--- src/rtl/dshot_multi_output.sv ---
// dshot_multi_output
//   Multi-channel DSHOT150/300/600 transmitter. Each channel owns an
//   independent IDLE/HIGH/LOW/GUARD state machine, a 4-bit bit counter,
//   a cycle counter and a one-deep pending-frame buffer. A frame is built
//   from an 11-bit throttle value, a telemetry bit and a 4-bit checksum,
//   and is sent MSB first.
//
// Ports
//   i_clk         sole clock, rising edge
//   i_reset_n     asynchronous active-low reset
//   i_throttle    CHANNELS x 11-bit throttle/command, channel n at [n*11 +: 11]
//   i_telem       per-channel telemetry-request bit
//   i_write       per-channel single-cycle write strobe
//   i_dshot_mode  shared rate select: 150, 300 or 600 (anything else ignored)
//   o_pwm         per-channel DSHOT line, idle low
//   o_ready       per-channel: idle with nothing pending
//   o_pending     per-channel: a buffered frame awaits transmission
//   o_done        per-channel one-cycle pulse when the guard time ends
module dshot_multi_output #(
  parameter int CHANNELS       = 4,
  parameter int clockFrequency = 72_000_000,
  parameter int GUARD_US       = 250
) (
  input  logic                     i_clk,
  input  logic                     i_reset_n,
  input  logic [CHANNELS*11-1:0]   i_throttle,
  input  logic [CHANNELS-1:0]      i_telem,
  input  logic [CHANNELS-1:0]      i_write,
  input  logic [15:0]              i_dshot_mode,
  output logic [CHANNELS-1:0]      o_pwm,
  output logic [CHANNELS-1:0]      o_ready,
  output logic [CHANNELS-1:0]      o_pending,
  output logic [CHANNELS-1:0]      o_done
);

  localparam int BIT_150   = clockFrequency / (150 * 1000);
  localparam int BIT_300   = clockFrequency / (300 * 1000);
  localparam int BIT_600   = clockFrequency / (600 * 1000);
  localparam int GUARD_CYC = clockFrequency / 1_000_000 * GUARD_US;
  // BIT_150 is the longest bit time; every high time is shorter than it.
  localparam int MAX_CYC   = (GUARD_CYC > BIT_150) ? GUARD_CYC : BIT_150;
  localparam int CW        = $clog2(MAX_CYC + 1);

  localparam logic [CW-1:0] CNT_ZERO = {CW{1'b0}};
  localparam logic [CW-1:0] CNT_ONE  = CW'(1'b1);
  localparam logic [CW-1:0] GUARD_M1 = CW'(GUARD_CYC - 1);

  typedef enum logic [1:0] {
    ST_IDLE  = 2'd0,
    ST_HIGH  = 2'd1,
    ST_LOW   = 2'd2,
    ST_GUARD = 2'd3
  } state_t;

  // Frame = {throttle, telem, crc}; crc folds the three nibbles of the 12-bit payload.
  function automatic logic [15:0] build_frame(input logic [10:0] thr, input logic tel);
    logic [11:0] v12;
    logic [11:0] mix;
    v12 = {thr, tel};
    mix = v12 ^ (v12 >> 4) ^ (v12 >> 8);
    return {v12, mix[3:0]};
  endfunction

  // Full bit period for the selected rate.
  function automatic logic [CW-1:0] bit_len(input logic [1:0] sel);
    logic [CW-1:0] len;
    case (sel)
      2'd0:    len = CW'(BIT_150);
      2'd1:    len = CW'(BIT_300);
      2'd2:    len = CW'(BIT_600);
      default: len = CW'(BIT_150);
    endcase
    return len;
  endfunction

  // High time of one bit: 3/4 of the period for a one, 3/8 for a zero.
  function automatic logic [CW-1:0] high_len(input logic [1:0] sel, input logic b);
    logic [CW-1:0] len;
    case (sel)
      2'd0:    len = b ? CW'(BIT_150 * 3 / 4) : CW'(BIT_150 * 3 / 8);
      2'd1:    len = b ? CW'(BIT_300 * 3 / 4) : CW'(BIT_300 * 3 / 8);
      2'd2:    len = b ? CW'(BIT_600 * 3 / 4) : CW'(BIT_600 * 3 / 8);
      default: len = b ? CW'(BIT_150 * 3 / 4) : CW'(BIT_150 * 3 / 8);
    endcase
    return len;
  endfunction

  logic [1:0] mode_sel_s;
  logic       mode_ok_s;

  // Decode the shared rate select; an unknown rate makes every write a no-op.
  always_comb begin
    mode_sel_s = 2'd0;
    mode_ok_s  = 1'b0;
    case (i_dshot_mode)
      16'd150: begin mode_sel_s = 2'd0; mode_ok_s = 1'b1; end
      16'd300: begin mode_sel_s = 2'd1; mode_ok_s = 1'b1; end
      16'd600: begin mode_sel_s = 2'd2; mode_ok_s = 1'b1; end
      default: begin mode_sel_s = 2'd0; mode_ok_s = 1'b0; end
    endcase
  end

  for (genvar g = 0; g < CHANNELS; g++) begin : g_ch
    state_t        state_r, state_s;
    logic [CW-1:0] cnt_r, cnt_s;
    logic [3:0]    bit_r, bit_s;
    logic [15:0]   frame_r, frame_s;
    logic [1:0]    msel_r, msel_s;
    logic [15:0]   pend_frame_r, pend_frame_s;
    logic [1:0]    pend_msel_r, pend_msel_s;
    logic          pend_r, pend_s;
    logic          pwm_r, pwm_s;
    logic          done_r, done_s;
    logic          ready_r, ready_s;
    logic          wr_s;
    logic [15:0]   new_frame_s;
    logic [CW-1:0] bit_len_s, hi_len_s;

    // Next-state logic. The active frame shifts left so bit 15 is always the bit on the wire,
    // and the rate captured at load time (msel_r) governs the whole frame and its guard.
    always_comb begin
      state_s      = state_r;
      cnt_s        = cnt_r;
      bit_s        = bit_r;
      frame_s      = frame_r;
      msel_s       = msel_r;
      pend_frame_s = pend_frame_r;
      pend_msel_s  = pend_msel_r;
      pend_s       = pend_r;
      pwm_s        = pwm_r;
      done_s       = 1'b0;
      wr_s         = i_write[g] & mode_ok_s;
      new_frame_s  = build_frame(i_throttle[g*11 +: 11], i_telem[g]);
      bit_len_s    = bit_len(msel_r);
      hi_len_s     = high_len(msel_r, frame_r[15]);

      case (state_r)
        ST_IDLE: begin
          if (wr_s) begin
            frame_s = new_frame_s;
            msel_s  = mode_sel_s;
            cnt_s   = CNT_ZERO;
            bit_s   = 4'd0;
            state_s = ST_HIGH;
            pwm_s   = 1'b1;
          end else begin
            pwm_s = 1'b0;
          end
        end
        ST_HIGH: begin
          if (wr_s) begin
            pend_frame_s = new_frame_s;
            pend_msel_s  = mode_sel_s;
            pend_s       = 1'b1;
          end else begin
            pend_s = pend_r;
          end
          if (cnt_r == hi_len_s - CNT_ONE) begin
            state_s = ST_LOW;
            pwm_s   = 1'b0;
          end else begin
            pwm_s = 1'b1;
          end
          cnt_s = cnt_r + CNT_ONE;
        end
        ST_LOW: begin
          pwm_s = 1'b0;
          if (wr_s) begin
            pend_frame_s = new_frame_s;
            pend_msel_s  = mode_sel_s;
            pend_s       = 1'b1;
          end else begin
            pend_s = pend_r;
          end
          if (cnt_r == bit_len_s - CNT_ONE) begin
            cnt_s = CNT_ZERO;
            if (bit_r == 4'd15) begin
              state_s = ST_GUARD;
            end else begin
              bit_s   = bit_r + 4'd1;
              frame_s = {frame_r[14:0], 1'b0};
              state_s = ST_HIGH;
              pwm_s   = 1'b1;
            end
          end else begin
            cnt_s = cnt_r + CNT_ONE;
          end
        end
        ST_GUARD: begin
          pwm_s = 1'b0;
          if (cnt_r == GUARD_M1) begin
            // A write on the last guard cycle goes straight out, beating the buffer.
            done_s = 1'b1;
            cnt_s  = CNT_ZERO;
            bit_s  = 4'd0;
            pend_s = 1'b0;
            if (wr_s) begin
              frame_s = new_frame_s;
              msel_s  = mode_sel_s;
              state_s = ST_HIGH;
              pwm_s   = 1'b1;
            end else if (pend_r) begin
              frame_s = pend_frame_r;
              msel_s  = pend_msel_r;
              state_s = ST_HIGH;
              pwm_s   = 1'b1;
            end else begin
              state_s = ST_IDLE;
            end
          end else begin
            if (wr_s) begin
              pend_frame_s = new_frame_s;
              pend_msel_s  = mode_sel_s;
              pend_s       = 1'b1;
            end else begin
              pend_s = pend_r;
            end
            cnt_s = cnt_r + CNT_ONE;
          end
        end
        default: begin
          state_s = ST_IDLE;
          cnt_s   = CNT_ZERO;
          bit_s   = 4'd0;
          pend_s  = 1'b0;
          pwm_s   = 1'b0;
        end
      endcase

      ready_s = (state_s == ST_IDLE) && !pend_s;
    end

    // Channel state and registered outputs; reset forces the line low immediately.
    always_ff @(posedge i_clk or negedge i_reset_n) begin
      if (!i_reset_n) begin
        state_r      <= ST_IDLE;
        cnt_r        <= CNT_ZERO;
        bit_r        <= 4'd0;
        frame_r      <= 16'd0;
        msel_r       <= 2'd0;
        pend_frame_r <= 16'd0;
        pend_msel_r  <= 2'd0;
        pend_r       <= 1'b0;
        pwm_r        <= 1'b0;
        done_r       <= 1'b0;
        ready_r      <= 1'b1;
      end else begin
        state_r      <= state_s;
        cnt_r        <= cnt_s;
        bit_r        <= bit_s;
        frame_r      <= frame_s;
        msel_r       <= msel_s;
        pend_frame_r <= pend_frame_s;
        pend_msel_r  <= pend_msel_s;
        pend_r       <= pend_s;
        pwm_r        <= pwm_s;
        done_r       <= done_s;
        ready_r      <= ready_s;
      end
    end

    assign o_pwm[g]     = pwm_r;
    assign o_ready[g]   = ready_r;
    assign o_pending[g] = pend_r;
    assign o_done[g]    = done_r;
  end

endmodule

--- config.mk ---
export PLATFORM = sky130hd
export DESIGN_NAME = dshot_multi_output
export DESIGN_NICKNAME = d
export VERILOG_FILES = /design/src/rtl/dshot_multi_output.sv
export SDC_FILE = /design/constraint.sdc
export NUM_CORES = 1
export LEC_CHECK = 0
export BUFFER_PORTS_ARGS = -buffer_cell sky130_fd_sc_hd__clkbuf_2
export CAP_MARGIN = 20
export CORE_ASPECT_RATIO = 1.25
export CORE_UTILIZATION = 55
export DETAILED_ROUTE_END_ITERATION = 7
export HOLD_SLACK_MARGIN = 0.06
export PLACE_DENSITY = 0.73
export SYNTH_ARGS = -nofsm -noshare
export SYNTH_HDL_FRONTEND = slang
export SYNTH_SLANG_ARGS = --single-unit
--- constraint.sdc ---
create_clock -name i_clk -period 3.7 [get_ports i_clk]
set_input_delay 0.555 -clock i_clk [delete_from_list [all_inputs] [get_ports i_clk]]
set_output_delay 0.555 -clock i_clk [all_outputs]
set_load 0.02 [all_outputs]
==> impl_metrics.csv, run 1 <==
group,metric,value,unit
sta,slew_viol_final,0,
global_routing,grt.total_usage,25.3,%
routing,drt-total-wl,36500,um
sta,min_period,3.41,ns
clock_network,cts_max_path_buffers,3,
global_routing,grt_overflow,0,
critical_path,crit_path_max_fanout,12,
final_layout,diodes,0,
floorplan,rows,68,
pwr,ir_drop,0.000305,V
pwr,combPwrFrac,17.8,%
routing,wl_per_cell,17.9,um
critical_path,arrival,3.85,ns
place,gp_congestion,0.902,
routing,drc_errors,12,
pwr,power_switching,0.00196,W
place,io_buffers,85,
global_routing,grt_max_degree,87,
pwr,finalPower,0.00706,W
place,dpl.hpwl,25500,um
critical_path,r2r-end,"g_ch[0].ready_r",
routing,via_per_inst,6.24,
pwr,leakage,7.64,nW
sta,timing.fmax,293,MHz
clock_network,clk_latency,0.54,ns
critical_path,cp-end-kind,"flip-flop",
floorplan,design.core.area,27700,um^2
floorplan,die_y,189,um
sta,setup_viol,0,
sta,clock_skew,0.0148,ns
synth,synthFlopType,"dfrtp_1",
synth,syn_area_per_cell,9.45,um^2
routing,drtIter0Drc,795,
critical_path,r2r-start,"g_ch[0].msel_r[0]",
final_layout,area_growth,9.97,%
hold_path,hp-class,"primary input to flip-flop",
pwr,p_sw_share,27.7,%
sta,rsz0062_at_grt,"false",
clock_network,cts_tree,"done",
sta,setup_tns,0,ns
global_routing,grt_pass1_wl,61000,um
routing,vias,12800,
final_layout,final_nets,1789,
critical_path,crit_path_end,"g_ch[0].ready_r",
critical_path,worstSetupStartpoint,"g_ch[0].msel_r[0]",
synth,syn_nets,1751,
clock_network,postCtsSetupBuffers,0,
clock_network,clkTransAtPathRegs,0.06,ns
clock_network,root_buffer,"clkbuf_16",
critical_path,worstPathRequired,4.14,ns
global_routing,antenna_found_initial,0,
synth,synth_top_cell_by_area,"dfrtp_1",
floorplan,start_util,55.9,%
synth,yosysWarnings,0,
floorplan,dieWidth,152,um
synth,ys_seq_elements,244,
floorplan,die_area,28800,um^2
routing,drt-pass1-iter-count,7,
pwr,p_per_area,415,nW/um^2
synth,synth_cells,1637,
synth,synth_area,15500,um^2
floorplan,ios,86,
critical_path,critical_path_class,"flip-flop to flip-flop",
clock_network,cts_buffers,27,
sta,slew_headroom,24.9,%
run_status,violations,"design-rule violations",
pwr,clkPwrFrac,38.4,%
sta,min_period_over_period,92.1,%
synth,synth_edf_count,0,
critical_path,r2r_slack,0.29,ns
clock_network,cts.sinks,244,
run_status,outcome,"finished with violations",
sta,hold_viol,0,
pwr,p_seq_share,43.8,%
synth,synthArstFlopShare,100,%
critical_path,r2r.worst_path.cells,12,
sta,worstMarginPinSlew,1.12,ns
final_layout,layout-drive-gt1-share,18.7,%
clock_network,htreeDepth,1,
synth,synthTopCellsByArea,"dfrtp_1 (39%), mux2_2 (8.2%), o21ai_0 (4.5%), ha_1 (3.6%), xnor2_1 (3.3%)",
critical_path,cp-start-kind,"flip-flop",
synth,synth_top_cell_area_share,38.8,%
flow_run,cap_viol_max_count,0,
routing,ant_nets,0,
global_routing,grt_pass1_vias,12500,
synth,synth_cell_types,94,
pwr,p_int,0.00511,W
synth,synth_seq_area_share,39.5,%
==> through the flow <==
stage	instances	setup WS, ns	util [%]	area (um^2)	hold WS, ns
3_5_place_dp	1994	0.345	58.1	16100	0.463
3_3_place_gp	1994	0.459	58.1	16100	0.454
2_1_floorplan	1637	0.682	-	15500	0.259
4_1_cts	2042	0.356	61.4	17000	0.296
6_report	2043	0.291	61.5	17000	0.317
5_1_grt	2043	0.0484	61.5	17000	0.303
==> cell families (layout without fill, tap and decap cells) <==
logic type                 count (synthesis)  after routing  synth area share (%)
xor gates and xnor gates                  86             86                  4.87
and+or+nand+nor                          530            530                  18.5
DFF                                      244            244                  39.5
AOI/OAI and AO/OA                        432            432                  18.7
adders and majority gates                 44             44                  3.56
muxes                                    149            149                  10.6
buffers and inverters                    152            208                  4.38
==> power by group through the flow <==
stage          sequential (W)  combinational (W)  clock (W)
3_5_place_dp          0.00314            0.00125          0
2_1_floorplan         0.00306           0.000969          0
4_1_cts               0.00309            0.00126    0.00277
6_report              0.00310            0.00126    0.00271
3_3_place_gp          0.00313            0.00122          0
5_1_grt               0.00313            0.00138    0.00286
==> placed cells by master, fill, tap and decap left out, types with 9 or more instances in the layout <==
cell type	instances
a211oi_1	12
a21o_1	9
a21oi_1	65
a22o_1	13
a22oi_1	49
a31oi_1	28
and2_1	12
and3_1	33
and3b_1	11
buf_4	31
clkbuf_16	27
clkbuf_2	84
dfrtp_1	239
ha_1	44
inv_1	42
mux2_2	112
mux2i_1	36
nand2_1	106
nand2b_1	15
nand3_1	54
nand4_1	17
nor2_1	120
nor2b_1	21
nor3_1	41
nor3b_1	18
nor4_1	15
o21ai_0	138
o31ai_1	10
or3_1	11
xnor2_1	58
xor2_1	28
==> synthesized netlist by cell type, types with 9 or more instances <==
| library cell | number |
|---|---|
| dfrtp_1 | 240 |
| o21ai_0 | 140 |
| nor2_1 | 120 |
| mux2_2 | 112 |
| nand2_1 | 106 |
| clkbuf_1 | 72 |
| a21oi_1 | 65 |
| xnor2_1 | 58 |
| nand3_1 | 54 |
| a22oi_1 | 49 |
| ha_1 | 44 |
| inv_1 | 42 |
| nor3_1 | 41 |
| mux2i_1 | 36 |
| and3_1 | 33 |
| a31oi_1 | 28 |
| xor2_1 | 28 |
| nor2b_1 | 21 |
| buf_4 | 19 |
| nor3b_1 | 18 |
| nand4_1 | 17 |
| buf_2 | 15 |
| nand2b_1 | 15 |
| nor4_1 | 15 |
| a22o_1 | 13 |
| a211oi_1 | 12 |
| and2_1 | 12 |
| and3b_1 | 11 |
| or3_1 | 11 |
| o31ai_1 | 10 |
| a21o_1 | 9 |
==> worst min path at each step <==
| stage | endpoint | depth (start not counted) | startpoint | slack, ns |
|---|---|---|---|---|
| detailed placement | g_ch[1].pend_frame_r[1] | 2 | g_ch[1].pend_frame_r[1] | 0.46 |
| global placement | g_ch[1].pend_frame_r[1] | 2 | g_ch[1].pend_frame_r[1] | 0.45 |
| floorplan | g_ch[0].bit_r[0] | 0 | i_reset_n | 0.26 |
| global route | g_ch[2].pend_frame_r[7] | 2 | i_throttle[24] | 0.30 |
| CTS | g_ch[2].pend_frame_r[7] | 2 | i_throttle[24] | 0.30 |
| finish | g_ch[3].pend_frame_r[7] | 2 | i_throttle[35] | 0.32 |
==> sequential cells by signal, indices dropped and copies added (netlist names) <==
register,count
g_ch.cnt_r,60
g_ch.pend_r,4
g_ch.frame_r,64
g_ch.pwm_r,4
g_ch.ready_r,4
g_ch.bit_r,16
g_ch.state_r,8
g_ch.done_r,4
g_ch.pend_frame_r,64
g_ch.msel_r,8
g_ch.pend_msel_r,8
==> layout make-up <==
class	instances	area, um^2
inverters	42	158
well taps	350	438
clock buffers	35	756
clock inverters	12	140
flip-flops and latches	244	6110
fillers	2295	10600
multi-input cells	1241	8690
repair buffers	119	713
==> critical path, stage by stage, from the launching register on <==
cell	delay (ns)
dfrtp_1	0.38
inv_1	0.08
ha_1	0.34
and2_1	0.21
nor2_1	0.09
ha_1	0.20
nor4b_1	0.58
a22oi_1	0.18
xnor2_1	0.16
nor4_1	0.39
a31oi_1	0.21
a211o_1	0.35
nor3_1	0.17
==> layer usage <==
| layer | part of all wire, % | GRT usage, % | vias up | routed length, um |
|---|---|---|---|---|
| met5 | 0 | 0 | - | 0 |
| met3 | 4.3 | 3.02 | 76 | 1570 |
| li1 | - | - | 6103 | - |
| met4 | 2.7 | 9.38 | 0 | 993 |
| met1 | 43 | 31.6 | 6260 | 15800 |
| met2 | 50 | 45.1 | 314 | 18200 |
==> what timing repair did <==
action,4_1_cts,5_1_grt
resized for setup,0,3
hold buffers,1,0
endpoints found under the hold margin,5,0
endpoints found under the setup margin,0,2
Power figures use the tool's default switching activity.
==> run 2: changes to the inputs <==
- ABC_AREA: unset -> 0
- clock period: 3.7 -> 3.4 ns (I/O delays scaled with it)
==> impl_metrics.csv, run 2 (synthesis results as in run 1) <==
group,metric,value,unit
routing,drtIter0Drc,774,
pwr,p_int,0.00569,W
pwr,power_switching,0.00215,W
critical_path,critical_path_class,"flip-flop to flip-flop",
clock_network,root_buffer,"clkbuf_16",
clock_network,clkTransAtPathRegs,0.06,ns
floorplan,ios,86,
run_status,outcome,"finished with violations",
place,dpl.hpwl,26000,um
critical_path,arrival,3.66,ns
clock_network,cts.sinks,244,
critical_path,crit_chain,"inv_1, ha_1, nand2b_1, ha_1, nor3b_1, a211o_1, a211oi_1, nor4b_2, nand4b_1, a2111oi_2, o221a_2",
run_status,violations,"design-rule violations",
sta,clock_skew,0.0121,ns
floorplan,start_util,55.9,%
routing,drt-pass1-iter-count,8,
global_routing,grt.total_usage,25.7,%
sta,rsz0062_at_grt,"false",
floorplan,rows,68,
pwr,clkPwrFrac,39.4,%
critical_path,r2r-start,"g_ch[1].msel_r[0]",
final_layout,final_nets,1809,
sta,worstMarginPinSlew,1.13,ns
sta,min_period,3.19,ns
final_layout,postLayoutCoreUtil,62.5,%
sta,slew_viol_final,0,
pwr,combPwrFrac,18.0,%
pwr,p_sw_share,27.4,%
critical_path,slowest_stage,"a2111oi_2",
global_routing,antenna_found_initial,0,
routing,vias,12900,
final_layout,reg_top3,"g_ch.frame_r x64, g_ch.pend_frame_r x64, g_ch.cnt_r x60",
floorplan,die_y,189,um
critical_path,worstPathRequired,3.87,ns
clock_network,clk_latency,0.54,ns
critical_path,cp-start-kind,"flip-flop",
sta,slew_headroom,24.7,%
hold_path,hp-class,"primary input to asynchronous set/reset pin",
clock_network,cts_hold_buf,0,
global_routing,grt_overflow,0,
pwr,p_per_area,454,nW/um^2
final_layout,final_cells,2066,
routing,wl_per_cell,17.9,um
sta,setup_viol,0,
final_layout,layout-drive-gt1-share,20.2,%
clock_network,htreeDepth,1,
floorplan,design.core.area,27700,um^2
global_routing,grt_pass1_vias,12700,
routing,ant_nets,0,
sta,min_period_over_period,93.9,%
critical_path,crit_family,"compound AO/OA/AOI/OAI gates",
critical_path,cp-end-kind,"flip-flop",
global_routing,grt_pass1_wl,61800,um
global_routing,grt_max_degree,103,
critical_path,r2r.worst_path.cells,11,
critical_path,r2r-end,"g_ch[1].ready_r",
critical_path,cpMostUsedCell,"ha_1",
place,post-place-cells,2015,
pwr,p_seq_share,42.7,%
clock_network,cts_max_path_buffers,3,
critical_path,r2r_slack,0.21,ns
final_layout,final_cell_mix,"dfrtp_1 (240), o21ai_0 (138), nor2_1 (120), mux2_2 (112), nand2_1 (106)",
place,io_buffers,85,
flow_run,cap_viol_max_count,0,
pwr,leakage,7.78,nW
pwr,ir_drop,0.000409,V
sta,timing.fmax,313,MHz
critical_path,cpPeakStageDelay,0.50,ns
critical_path,crit_path_max_fanout,7,
clock_network,cts_tree,"done",
routing,via_per_inst,6.23,
clock_network,cts_buffers,27,
routing,drt-total-wl,36900,um
floorplan,die_area,28800,um^2
place,gp_congestion,0.863,
final_layout,area_growth,11.7,%
sta,setup_tns,0,ns
floorplan,dieWidth,152,um
sta,hold_viol,0,
critical_path,path_buf_inv,1,
final_layout,layout_commonest_cell,"dfrtp_1",
routing,drc_errors,24,
[run 2: cell types whose count changed in the layout (fill, tap and decap cells not counted), sizes merged]
| cell | change |
|---|---|
| buf | +21 |
| bufinv | +1 |
| clkbuf | +3 |
| clkinv | -1 |
| clkinvlp | -1 |
| diode | +1 |
| dlygate4sd3 | -1 |
[run 2: worst max path at each step]
| stage | from | to | slack [ns] | depth (start not counted) |
|---|---|---|---|---|
| 3_3_place_gp | g_ch[2].msel_r[1] | g_ch[2].ready_r | 0.09 | 11 |
| 3_5_place_dp | g_ch[2].msel_r[1] | g_ch[2].ready_r | 0.05 | 11 |
| 4_1_cts | g_ch[3].msel_r[0] | g_ch[3].ready_r | 0.09 | 11 |
| 5_1_grt | g_ch[1].msel_r[0] | g_ch[1].ready_r | 0.04 | 11 |
| 2_1_floorplan | g_ch[0].msel_r[1] | g_ch[0].ready_r | 0.38 | 13 |
| 6_report | g_ch[1].msel_r[0] | g_ch[1].ready_r | 0.21 | 11 |
[run 2: per-layer routing]
metal | part of all wire [%] | global-route usage (%) | vias to the layer above
li1 | - | - | 6147
met1 | 43 | 32.4 | 6317
met2 | 50 | 45.3 | 318
met3 | 4.4 | 3.34 | 80
met4 | 2.6 | 8.71 | 0
met5 | 0 | 0 | -
[run 2: area by class of cell]
class,count,area [um^2]
tap,350,438
sequential,244,6110
timing repair buffer,139,878
clock inverter,11,158
clock buffer,38,787
antenna,1,2.50
fill,2305,10400
multi-input combinational,1241,8750
inverter,42,158
[run 2: timing repair]
action | 4_1_cts | 5_1_grt
resized for setup | 1 | 11
buffers inserted | 0 | 1
endpoints found under the setup margin | 1 | 5
hold endpoints to repair | 0 | 0
[run 2: metrics by stage]
stage / hold slack (ns) / area [um^2] / worst slack [ns] / power, W
floorplan: 0.214 / 15500 / 0.382 / 0.00438
global placement: 0.454 / 16300 / 0.0895 / 0.00474
detailed placement: 0.471 / 16300 / 0.0507 / 0.00479
CTS: 0.0630 / 17200 / 0.0887 / 0.00789
global route: 0.0934 / 17300 / 0.0433 / 0.00821
finish: 0.0242 / 17300 / 0.208 / 0.00784
[run 2: power by group through the flow]
stage | Combinational, W | Clock [W] | Sequential, W
4_1_cts | 0.00140 | 0.00315 | 0.00335
5_1_grt | 0.00156 | 0.00327 | 0.00338
3_5_place_dp | 0.00139 | 0 | 0.00340
2_1_floorplan | 0.00105 | 0 | 0.00333
6_report | 0.00141 | 0.00309 | 0.00334
3_3_place_gp | 0.00135 | 0 | 0.00339
